<file path="src/rtl/ps2_multi_tx_pkg.sv">
// Shared definitions for the PS/2 transmitter bank: frame state encoding.
package ps2_multi_tx_pkg;

    typedef logic [3:0] ps2_state_t;

    localparam ps2_state_t PS2_IDLE  = 4'd0;
    localparam ps2_state_t PS2_START = 4'd1;
    localparam ps2_state_t PS2_PAR   = 4'd9;
    localparam ps2_state_t PS2_STOP  = 4'd10;
    localparam ps2_state_t PS2_DONE  = 4'd11;

endpackage

</file>
<file path="src/rtl/ps2_multi_tx_chan.sv">
// One PS/2 device-side transmit channel: byte FIFO, host-inhibit synchroniser,
// 11-bit frame serialiser and sticky overflow flag.
module ps2_multi_tx_chan
    import ps2_multi_tx_pkg::*;
#(
    parameter int FIFO_BITS = 3
) (
    input  logic       clk_sys,
    input  logic       reset,
    input  logic       tick,
    input  logic       clk_ps2,
    input  logic       wr_en,
    input  logic [7:0] wr_data,
    input  logic       clr_ovf,
    input  logic       ps2_clk_in,
    output logic       ps2_clk,
    output logic       ps2_data,
    output logic       fifo_empty,
    output logic       fifo_full,
    output logic       overflow,
    output logic       busy
);

    localparam int DEPTH = 2 ** FIFO_BITS;

    logic [7:0]         mem [DEPTH];
    logic [FIFO_BITS:0] wptr;
    logic [FIFO_BITS:0] rptr;
    logic [1:0]         clk_sync;
    logic               inh;
    ps2_state_t         state;
    logic [7:0]         shreg;
    logic               parity;
    logic               data_q;
    logic               overflow_q;
    logic               empty;
    logic               full;

    // Extra pointer bit distinguishes full from empty when the index bits match.
    assign empty = (wptr == rptr);
    assign full  = (wptr[FIFO_BITS] != rptr[FIFO_BITS]) &&
                   (wptr[FIFO_BITS-1:0] == rptr[FIFO_BITS-1:0]);

    assign inh        = ~clk_sync[1];
    assign ps2_clk    = clk_ps2 | (state == PS2_IDLE);
    assign ps2_data   = data_q;
    assign fifo_empty = empty;
    assign fifo_full  = full;
    assign overflow   = overflow_q;
    assign busy       = (state != PS2_IDLE);

    // Bring the asynchronous host clock-line sense into clk_sys; idles released (high).
    always_ff @(posedge clk_sys or posedge reset) begin
        if (reset) begin
            clk_sync <= 2'b11;
        end else begin
            clk_sync <= {clk_sync[0], ps2_clk_in};
        end
    end

    // FIFO storage carries no reset; only the pointers define its contents.
    always_ff @(posedge clk_sys) begin
        if (wr_en && !full) begin
            mem[wptr[FIFO_BITS-1:0]] <= wr_data;
        end
    end

    // Write pointer and sticky overflow; a new drop wins over a same-cycle clear.
    always_ff @(posedge clk_sys or posedge reset) begin
        if (reset) begin
            wptr       <= '0;
            overflow_q <= 1'b0;
        end else begin
            if (wr_en && !full) begin
                wptr <= wptr + 1'b1;
            end
            if (wr_en && full) begin
                overflow_q <= 1'b1;
            end else if (clr_ovf) begin
                overflow_q <= 1'b0;
            end
        end
    end

    // Frame serialiser: host inhibit aborts at once, otherwise advance one bit per tick.
    always_ff @(posedge clk_sys or posedge reset) begin
        if (reset) begin
            state  <= PS2_IDLE;
            data_q <= 1'b1;
            shreg  <= '0;
            parity <= 1'b1;
            rptr   <= '0;
        end else if (inh && (state != PS2_IDLE)) begin
            state  <= PS2_IDLE;
            data_q <= 1'b1;
        end else if (tick) begin
            case (state)
                PS2_IDLE: begin
                    if (!empty && !inh) begin
                        state  <= PS2_START;
                        data_q <= 1'b0;
                        shreg  <= mem[rptr[FIFO_BITS-1:0]];
                        parity <= 1'b1;
                    end
                end
                PS2_PAR: begin
                    data_q <= parity;
                    state  <= PS2_STOP;
                end
                PS2_STOP: begin
                    data_q <= 1'b1;
                    state  <= PS2_DONE;
                end
                PS2_DONE: begin
                    rptr  <= rptr + 1'b1;
                    state <= PS2_IDLE;
                end
                default: begin
                    data_q <= shreg[0];
                    shreg  <= {1'b0, shreg[7:1]};
                    parity <= parity ^ shreg[0];
                    state  <= state + 4'd1;
                end
            endcase
        end
    end

endmodule

</file>
<file path="src/rtl/ps2_multi_tx.sv">
// Bank of PS/2 device-side transmitters sharing one PS/2 bit-clock divider.
module ps2_multi_tx
    import ps2_multi_tx_pkg::*;
#(
    parameter int CHANNELS  = 2,
    parameter int FIFO_BITS = 3,
    parameter int PS2DIV    = 100
) (
    input  logic                clk_sys,
    input  logic                reset,
    input  logic                wr_en,
    input  logic [2:0]          wr_ch,
    input  logic [7:0]          wr_data,
    input  logic [CHANNELS-1:0] clr_ovf,
    input  logic [CHANNELS-1:0] ps2_clk_in,
    output logic [CHANNELS-1:0] ps2_clk,
    output logic [CHANNELS-1:0] ps2_data,
    output logic [CHANNELS-1:0] fifo_empty,
    output logic [CHANNELS-1:0] fifo_full,
    output logic [CHANNELS-1:0] overflow,
    output logic [CHANNELS-1:0] busy
);

    localparam int DIV_W = (PS2DIV > 1) ? $clog2(PS2DIV) : 1;

    logic [DIV_W-1:0] div_cnt;
    logic             clk_ps2;
    logic             tick;

    // Shared divider: clk_ps2 toggles every PS2DIV cycles, tick marks each rising half.
    always_ff @(posedge clk_sys or posedge reset) begin
        if (reset) begin
            div_cnt <= '0;
            clk_ps2 <= 1'b0;
            tick    <= 1'b0;
        end else begin
            tick <= 1'b0;
            if (div_cnt == DIV_W'(PS2DIV - 1)) begin
                div_cnt <= '0;
                clk_ps2 <= ~clk_ps2;
                tick    <= ~clk_ps2;
            end else begin
                div_cnt <= div_cnt + 1'b1;
            end
        end
    end

    // Out-of-range channel indices match no instance, so those writes vanish.
    for (genvar i = 0; i < CHANNELS; i++) begin : g_chan
        ps2_multi_tx_chan #(
            .FIFO_BITS(FIFO_BITS)
        ) u_chan (
            .clk_sys   (clk_sys),
            .reset     (reset),
            .tick      (tick),
            .clk_ps2   (clk_ps2),
            .wr_en     (wr_en && (wr_ch == 3'(i))),
            .wr_data   (wr_data),
            .clr_ovf   (clr_ovf[i]),
            .ps2_clk_in(ps2_clk_in[i]),
            .ps2_clk   (ps2_clk[i]),
            .ps2_data  (ps2_data[i]),
            .fifo_empty(fifo_empty[i]),
            .fifo_full (fifo_full[i]),
            .overflow  (overflow[i]),
            .busy      (busy[i])
        );
    end

endmodule

</file>
<file path="config.mk">
export PLATFORM = sky130hd
export DESIGN_NAME = ps2_multi_tx
export DESIGN_NICKNAME = d
export VERILOG_FILES = /design/src/rtl/ps2_multi_tx_pkg.sv /design/src/rtl/ps2_multi_tx_chan.sv /design/src/rtl/ps2_multi_tx.sv
export SDC_FILE = /design/constraint.sdc
export NUM_CORES = 1
export LEC_CHECK = 0
export BUFFER_PORTS_ARGS = -buffer_cell sky130_fd_sc_hd__buf_2
export CAP_MARGIN = 20
export CORE_MARGIN = 2
export CORE_UTILIZATION = 61
export DETAILED_ROUTE_END_ITERATION = 12
export GPL_ROUTABILITY_DRIVEN = 0
export PLACE_DENSITY = 0.88
export SETUP_SLACK_MARGIN = 0.4
export SLEW_MARGIN = 20
export SYNTH_ARGS = -nofsm -noshare
export SYNTH_HDL_FRONTEND = slang
export SYNTH_SLANG_ARGS = --single-unit
</file>
<file path="constraint.sdc">
create_clock -name clk_sys -period 3.9 [get_ports clk_sys]
set_input_delay 0.585 -clock clk_sys [delete_from_list [all_inputs] [get_ports clk_sys]]
set_output_delay 0.585 -clock clk_sys [all_outputs]
set_load 0.005 [all_outputs]
</file>
## Yosys cells after proc, flatten, opt, wreduce, memory -nomap -nowiden

Memories as Yosys holds them, arrays and structs flattened.
Index checks and enable logic that the tools add are counted.

- Memory bits (read-only): 0
- Bits in latches: 0
- Bits in writable memories: 128
- Input port bits: 18
- Register bits: 59
- Output and inout port bits: 12
- Memories kept: 2

Memory list:

| name | words | bits a word | read ports | clocked after Yosys merged registers in | wr ports | RTL line | text |
|---|---|---|---|---|---|---|---|
| g_chan[0].u_chan.mem | 8 | 8 | 1 | 0 | 1 | ps2_multi_tx_chan.sv:26 | `logic [7:0] mem [DEPTH];` |
| g_chan[1].u_chan.mem | 8 | 8 | 1 | 0 | 1 | ps2_multi_tx_chan.sv:26 |  |

- Equality and inequality tests: 20
- Muxes and demuxes: 34
- Divide/modulo/power cells: 0
- $lt $le $gt $ge: 0
- Multipliers: 0
- Shift operators: 0
- Bitwise gates (word level): 11
- Add/subtract/negate cells: 7
- Reduce and logical (&&, ||, !) cells: 35

Operators by type and width:

| cell | count |
|---|---|
| 4-bit one-hot mux with 4 select lines | 2 |
| 8-bit one-hot mux with 2 select lines | 2 |
| 4-bit by 1-bit adder with 4-bit output, second input constant | 6 |
| 4-bit == test, second input constant | 6 |
| 4-bit 2-to-1 mux | 6 |
| 1-bit 2-to-1 mux | 17 |
| 8-bit 2-to-1 mux | 2 |
| 1-bit logical AND | 12 |
| 3-bit AND reduction | 4 |
| 4-bit == test | 2 |
| 4-bit zero test | 2 |
| 1-bit one-hot mux with 4 select lines | 2 |
| 4-bit AND reduction | 2 |
| 2-bit nonzero test | 4 |
| 4-bit nonzero test | 2 |
| 7-bit by 1-bit adder with 7-bit output, second input constant | 1 |
| 7-bit == test, second input constant | 1 |
| 7-bit 2-to-1 mux | 1 |
| 1-bit inverter | 7 |
| 3-bit == test | 2 |
| 3-bit inequality test, second input constant | 2 |
| 3-bit OR reduction | 2 |
| 1-bit zero test | 4 |
| 2-bit by 1-bit inequality test with 1-bit output, second input constant | 2 |
| other kinds (8) | 14 |

## Longest topological paths before layout

- Depth after elaboration: 7
- Mapped depth: 9

## Modules after synthesis

From an unflattened synthesis, not the netlist that was laid out.

- Cell total of the unflattened synthesis: 577
- Area, all modules: 8,328.0 sq um

By module, submodules not included:

| module | area an instance (sq um) | cells an instance | instances |
|---|---|---|---|
| ps2_multi_tx_chan (g_chan[1].u_chan) | 3,962.6 | 266 | 1 |
| ps2_multi_tx_chan (g_chan[0].u_chan) | 3,948.8 | 278 | 1 |
| ps2_multi_tx | 416.6 | 33 | 1 |

## Worst setup path after synthesis

No wires, ideal clock.

- Path type: input to register
- Start: input wr_ch[1]
- End: memory g_chan[0].u_chan.mem[0][0], enable pin
- Path slack: 1.530 ns
- Library setup time: 0.383 ns
- Stages: 4
- Arrival: 1.986 ns
- Path buffers: 0
- Cell sequence: nor4b_2 nand2_2 or2_4 nor3_1

- Cells in the longest elaborated chain, start to end: 5

Ends and longest elaborated chain:

| item | RTL line | text |
|---|---|---|
| start: declaration | ps2_multi_tx.sv:12 | `input logic [2:0] wr_ch,` |
| 3-bit zero test | ps2_multi_tx.sv:57 | `.wr_en (wr_en && (wr_ch == 3'(i))),` |
| 1-bit logical AND | ps2_multi_tx.sv:57 |  |
| 1-bit logical AND | ps2_multi_tx_chan.sv:63 | `if (wr_en && !full) begin` |
| 1-bit 2-to-1 mux | ps2_multi_tx_chan.sv:63 |  |
| 1-bit 2-to-1 mux (implied by the code) | ps2_multi_tx_chan.sv:64 | `mem[wptr[FIFO_BITS-1:0]] <= wr_data;` |
| end: declaration | ps2_multi_tx_chan.sv:26 |  |

No other way between the ends.

## Worst setup path after layout

- Start: register g_chan[0].u_chan.state[0]
- End: output ps2_clk[0]

- Cells in the longest elaborated chain, start to end: 2

Ends and longest elaborated chain:

| item | RTL line | text |
|---|---|---|
| start: declaration | ps2_multi_tx_chan.sv:31 | `ps2_state_t state;` |
| start signal: assignment | ps2_multi_tx_chan.sv:122 | `state <= state + 4'd1;` |
| 4-bit zero test | ps2_multi_tx_chan.sv:45 | `assign ps2_clk = clk_ps2 \| (state == PS2_IDLE);` |
| 1-bit OR | ps2_multi_tx_chan.sv:45 |  |
| end: declaration | ps2_multi_tx.sv:16 | `output logic [CHANNELS-1:0] ps2_clk,` |

No other way between the ends.

==> flow_summary_export.csv <==
group,metric,value,unit
run_status,status,"finished, final reports clean",
finish,drive_gt1_share,17.2,%
clock_tree,postCtsResizedCells,0,
min_path,hold_start,"ps2_clk_in[0]",
routing,via_count,5100,
timing,fin_tns_setup,0,ps
clock_tree,cts_buffers,17,
global_route,grt_max_degree,51,
logic_synthesis,yosysUniqueCellTypes,70,
logic_synthesis,syn_area,8280,sq um
clock_tree,htree_levels,4,
logic_synthesis,async_flop_share,31.6,%
timing,fin_crit_sh,73.5,%
timing,worstMarginPinSlew,869,ps
routing,wirelength,17500,um
logic_synthesis,ys.warnings.count,0,
logic_synthesis,synth_enable_flop_cells,128,
finish,final_common_cell,"edfxtp_1",
finish,fin_area,9080,sq um
global_route,grt_use_met2,41.3,%
flow_run,maxCapViolCount,0,
clock_tree,numClockSinks,187,
worst_setup_path,crit_type,"reg -> out",
power_and_ir_drop,leakage,3.27,nW
global_route,grt_use_total,25.5,%
die,core,13200,sq um
logic_synthesis,syn-num-nets,632,
worst_setup_path,cp.required,3310,ps
finish,antenna_cells,0,
logic_synthesis,synth_top_cell_area_share,46.4,%
logic_synthesis,ys_top_cells_by_area,"edfxtp_1 (46%), dfrtp_1 (15%), mux2i_1 (7.1%)",
worst_setup_path,critPathLaunchType,"register",
clock_tree,clock-root-buffer,"clkbuf_16",
logic_synthesis,ys_seq_elements,187,
die,io_pins,30,
finish,area_growth,9.67,%
min_path,min_path_type,"in -> reg",
global_route,grt_pass1_vias,5051,
finish,fin_util,68.6,%
place,post_dp_cell_area,8450,sq um
global_route,top_usage_layer,"met2",
global_route,grt_pass1_wl,27300,um
finish,layout_common_cells,"edfxtp_1 (128), mux2i_1 (59), dfrtp_1 (51)",
timing,grt_setup_unrepaired,"false",
routing,antenna_left,0,
finish,finalNetCount,647,
clock_tree,cts_tree,"yes",
worst_setup_path,crit_fanout,16,
timing,final_max_slew_viol_count,0,
logic_synthesis,syn_avg_cell_area,13.8,sq um
timing,slew_headroom,42.0,%
timing,setup_violations,0,
clock_tree,clkTransAtPathRegs,70,ps
die,die_h,120,um
logic_synthesis,synth_top_cell_by_area,"edfxtp_1",
die,initial_core_util,62.5,%
global_route,grtUsageMet3,6.56,%
routing,drt_iter0_drc,588,
timing,hold_ws,250,ps
logic_synthesis,syn_inst,601,
global_route,grt-ovfl-total,0,
worst_setup_path,worstPathArrival,2280,ps
place,place_hpwl,11100,um
logic_synthesis,synth_flop_cell,"edfxtp_1",
clock_tree,clk-insertion-delay-late,430,ps
die,std_cell_rows,42,
die,dieArea,14500,sq um
worst_setup_path,r2r-start,"g_chan[1].u_chan.state[0]$_DFFE_PP0P_",
worst_setup_path,end_kind,"primary output",
global_route,antenna_found_initial,0,
die,die_x,120,um
clock_tree,post_cts_buffers,0,
clock_tree,clock_path_buffers,2,
routing,drc,0,
routing,routedWlPerCell,21.7,um
place,io_buffers,29,
timing,fin_skew,7.86,ps
routing,viasPerCell,6.34,
routing,dr.pass1.iters,5,
timing,hold_violations,0,
power_and_ir_drop,power_density,483,nW/um^2
timing,timing.fmax,349,MHz
worst_setup_path,startpoint,"g_chan[0].u_chan.state[0]$_DFFE_PP0P_",
global_route,met1_usage,33.3,%
timing,fin_crit,2870,ps
clock_tree,hold_buffers,0,
logic_synthesis,seq_area_frac_synth,64.4,%
power_and_ir_drop,total_power,4.39,mW
power_and_ir_drop,vdd.ir_drop.worst,271,uV
[routing by layer]
| layer | wire (um) | vias up | share of wire, % |
|---|---|---|---|
| met5 | 0 | - | 0 |
| li1 | - | 2249 | - |
| met1 | 7040 | 2551 | 40 |
| met2 | 8600 | 260 | 49 |
| met3 | 1360 | 40 | 7.8 |
| met4 | 452 | 0 | 2.6 |
[final timing paths]
check	end	slack, ps	cells after the start
max	ps2_clk[0]	1030	7
min	g_chan[0].u_chan.clk_sync[0]$_DFF_PP1_	250	1
max reg2reg	g_chan[1].u_chan.shreg[7]$_DFFE_PP0P_	1460	7
min reg2reg	g_chan[0].u_chan.clk_sync[1]$_DFF_PP1_	360	0
max in group asynchronous	g_chan[0].u_chan.parity$_DFFE_PP1P_	2870	3
min in group asynchronous	tick$_DFF_PP0_	310	2
[Yosys cell counts, types with 2 or more instances]
master and number:
nand2b_1 8, nor2_1 39, xnor2_1 11, a22o_1 2
edfxtp_1 128, a31oi_1 2, or4_4 2, buf_6 4
nand2_1 34, nor2_2 3, o31ai_1 2, nor4_1 4
dfstp_2 8, a31o_2 2, inv_1 18, o21ai_0 11
dfrtp_1 51, mux4_2 3, buf_4 14, a22oi_1 14
clkbuf_1 10, a311oi_1 2, and2_1 3, o22ai_1 5
nor2b_1 8, nor3_1 11, ha_1 13, nand3_1 14
mux2i_1 59, xor2_1 12, mux2_2 2, a21oi_1 38
nor4b_4 2, buf_2 13, a32oi_1 14
[metrics by stage]
stage | cells | setup WS [ps]
after CTS | 805 | 1050
after detailed placement | 773 | 1220
after global placement | 773 | 1340
after global routing | 805 | 856
final | 805 | 1030
after floorplan | 601 | 1530
[sequential cells by signal (all words and copies together) (netlist names)]
| name | flops |
|---|---|
| g_chan.u_chan.overflow | 2 |
| g_chan.u_chan.wptr | 8 |
| g_chan.u_chan.ps2_data | 2 |
| g_chan.u_chan.shreg | 16 |
| tick | 1 |
| g_chan.u_chan.parity | 2 |
| g_chan.u_chan.mem | 128 |
| g_chan.u_chan.state | 8 |
| g_chan.u_chan.rptr | 8 |
| clk_ps2 | 1 |
| div_cnt | 7 |
| g_chan.u_chan.clk_sync | 4 |
[power breakdown]
part           switching, mW  leakage, nW  internal [mW]  total (mW)
Sequential            0.0869         1.92           2.19        2.27
Combinational          0.177         1.04          0.118       0.295
Clock                  0.743        0.307           1.07        1.82
Total                   1.01         3.27           3.38        4.39
[worst max-delay path: stages (launching register included)]
cell and delay (ps):
dfrtp_1 430, inv_1 140, ha_1 270, nand2b_4 90, nor2_2 300, inv_1 350
nand2b_1 150, buf_2 120
[final cells by class]
type / instances / area (sq um)
Sequential cell: 187 / 5330
Fill cell: 851 / 4160
Multi-Input combinational cell: 353 / 2620
Clock buffer: 17 / 425
Tap cell: 176 / 220
Timing Repair Buffer: 38 / 213
Clock inverter: 15 / 194
Inverter: 19 / 72.6
[cells by family (layout without fill, tap and decap cells)]
| group | count (synthesis) | in the layout | share of synthesized area (%) |
|---|---|---|---|
| simple gates | 144 | 144 | 9.51 |
| flops | 187 | 187 | 64.4 |
| xor+xnor | 24 | 24 | 2.63 |
| compound gates | 105 | 105 | 8.68 |
| mux | 67 | 67 | 8.86 |
| buf+inv | 61 | 89 | 3.98 |
| fa+ha+maj | 13 | 13 | 1.96 |
Power figures use the tool's default switching activity.
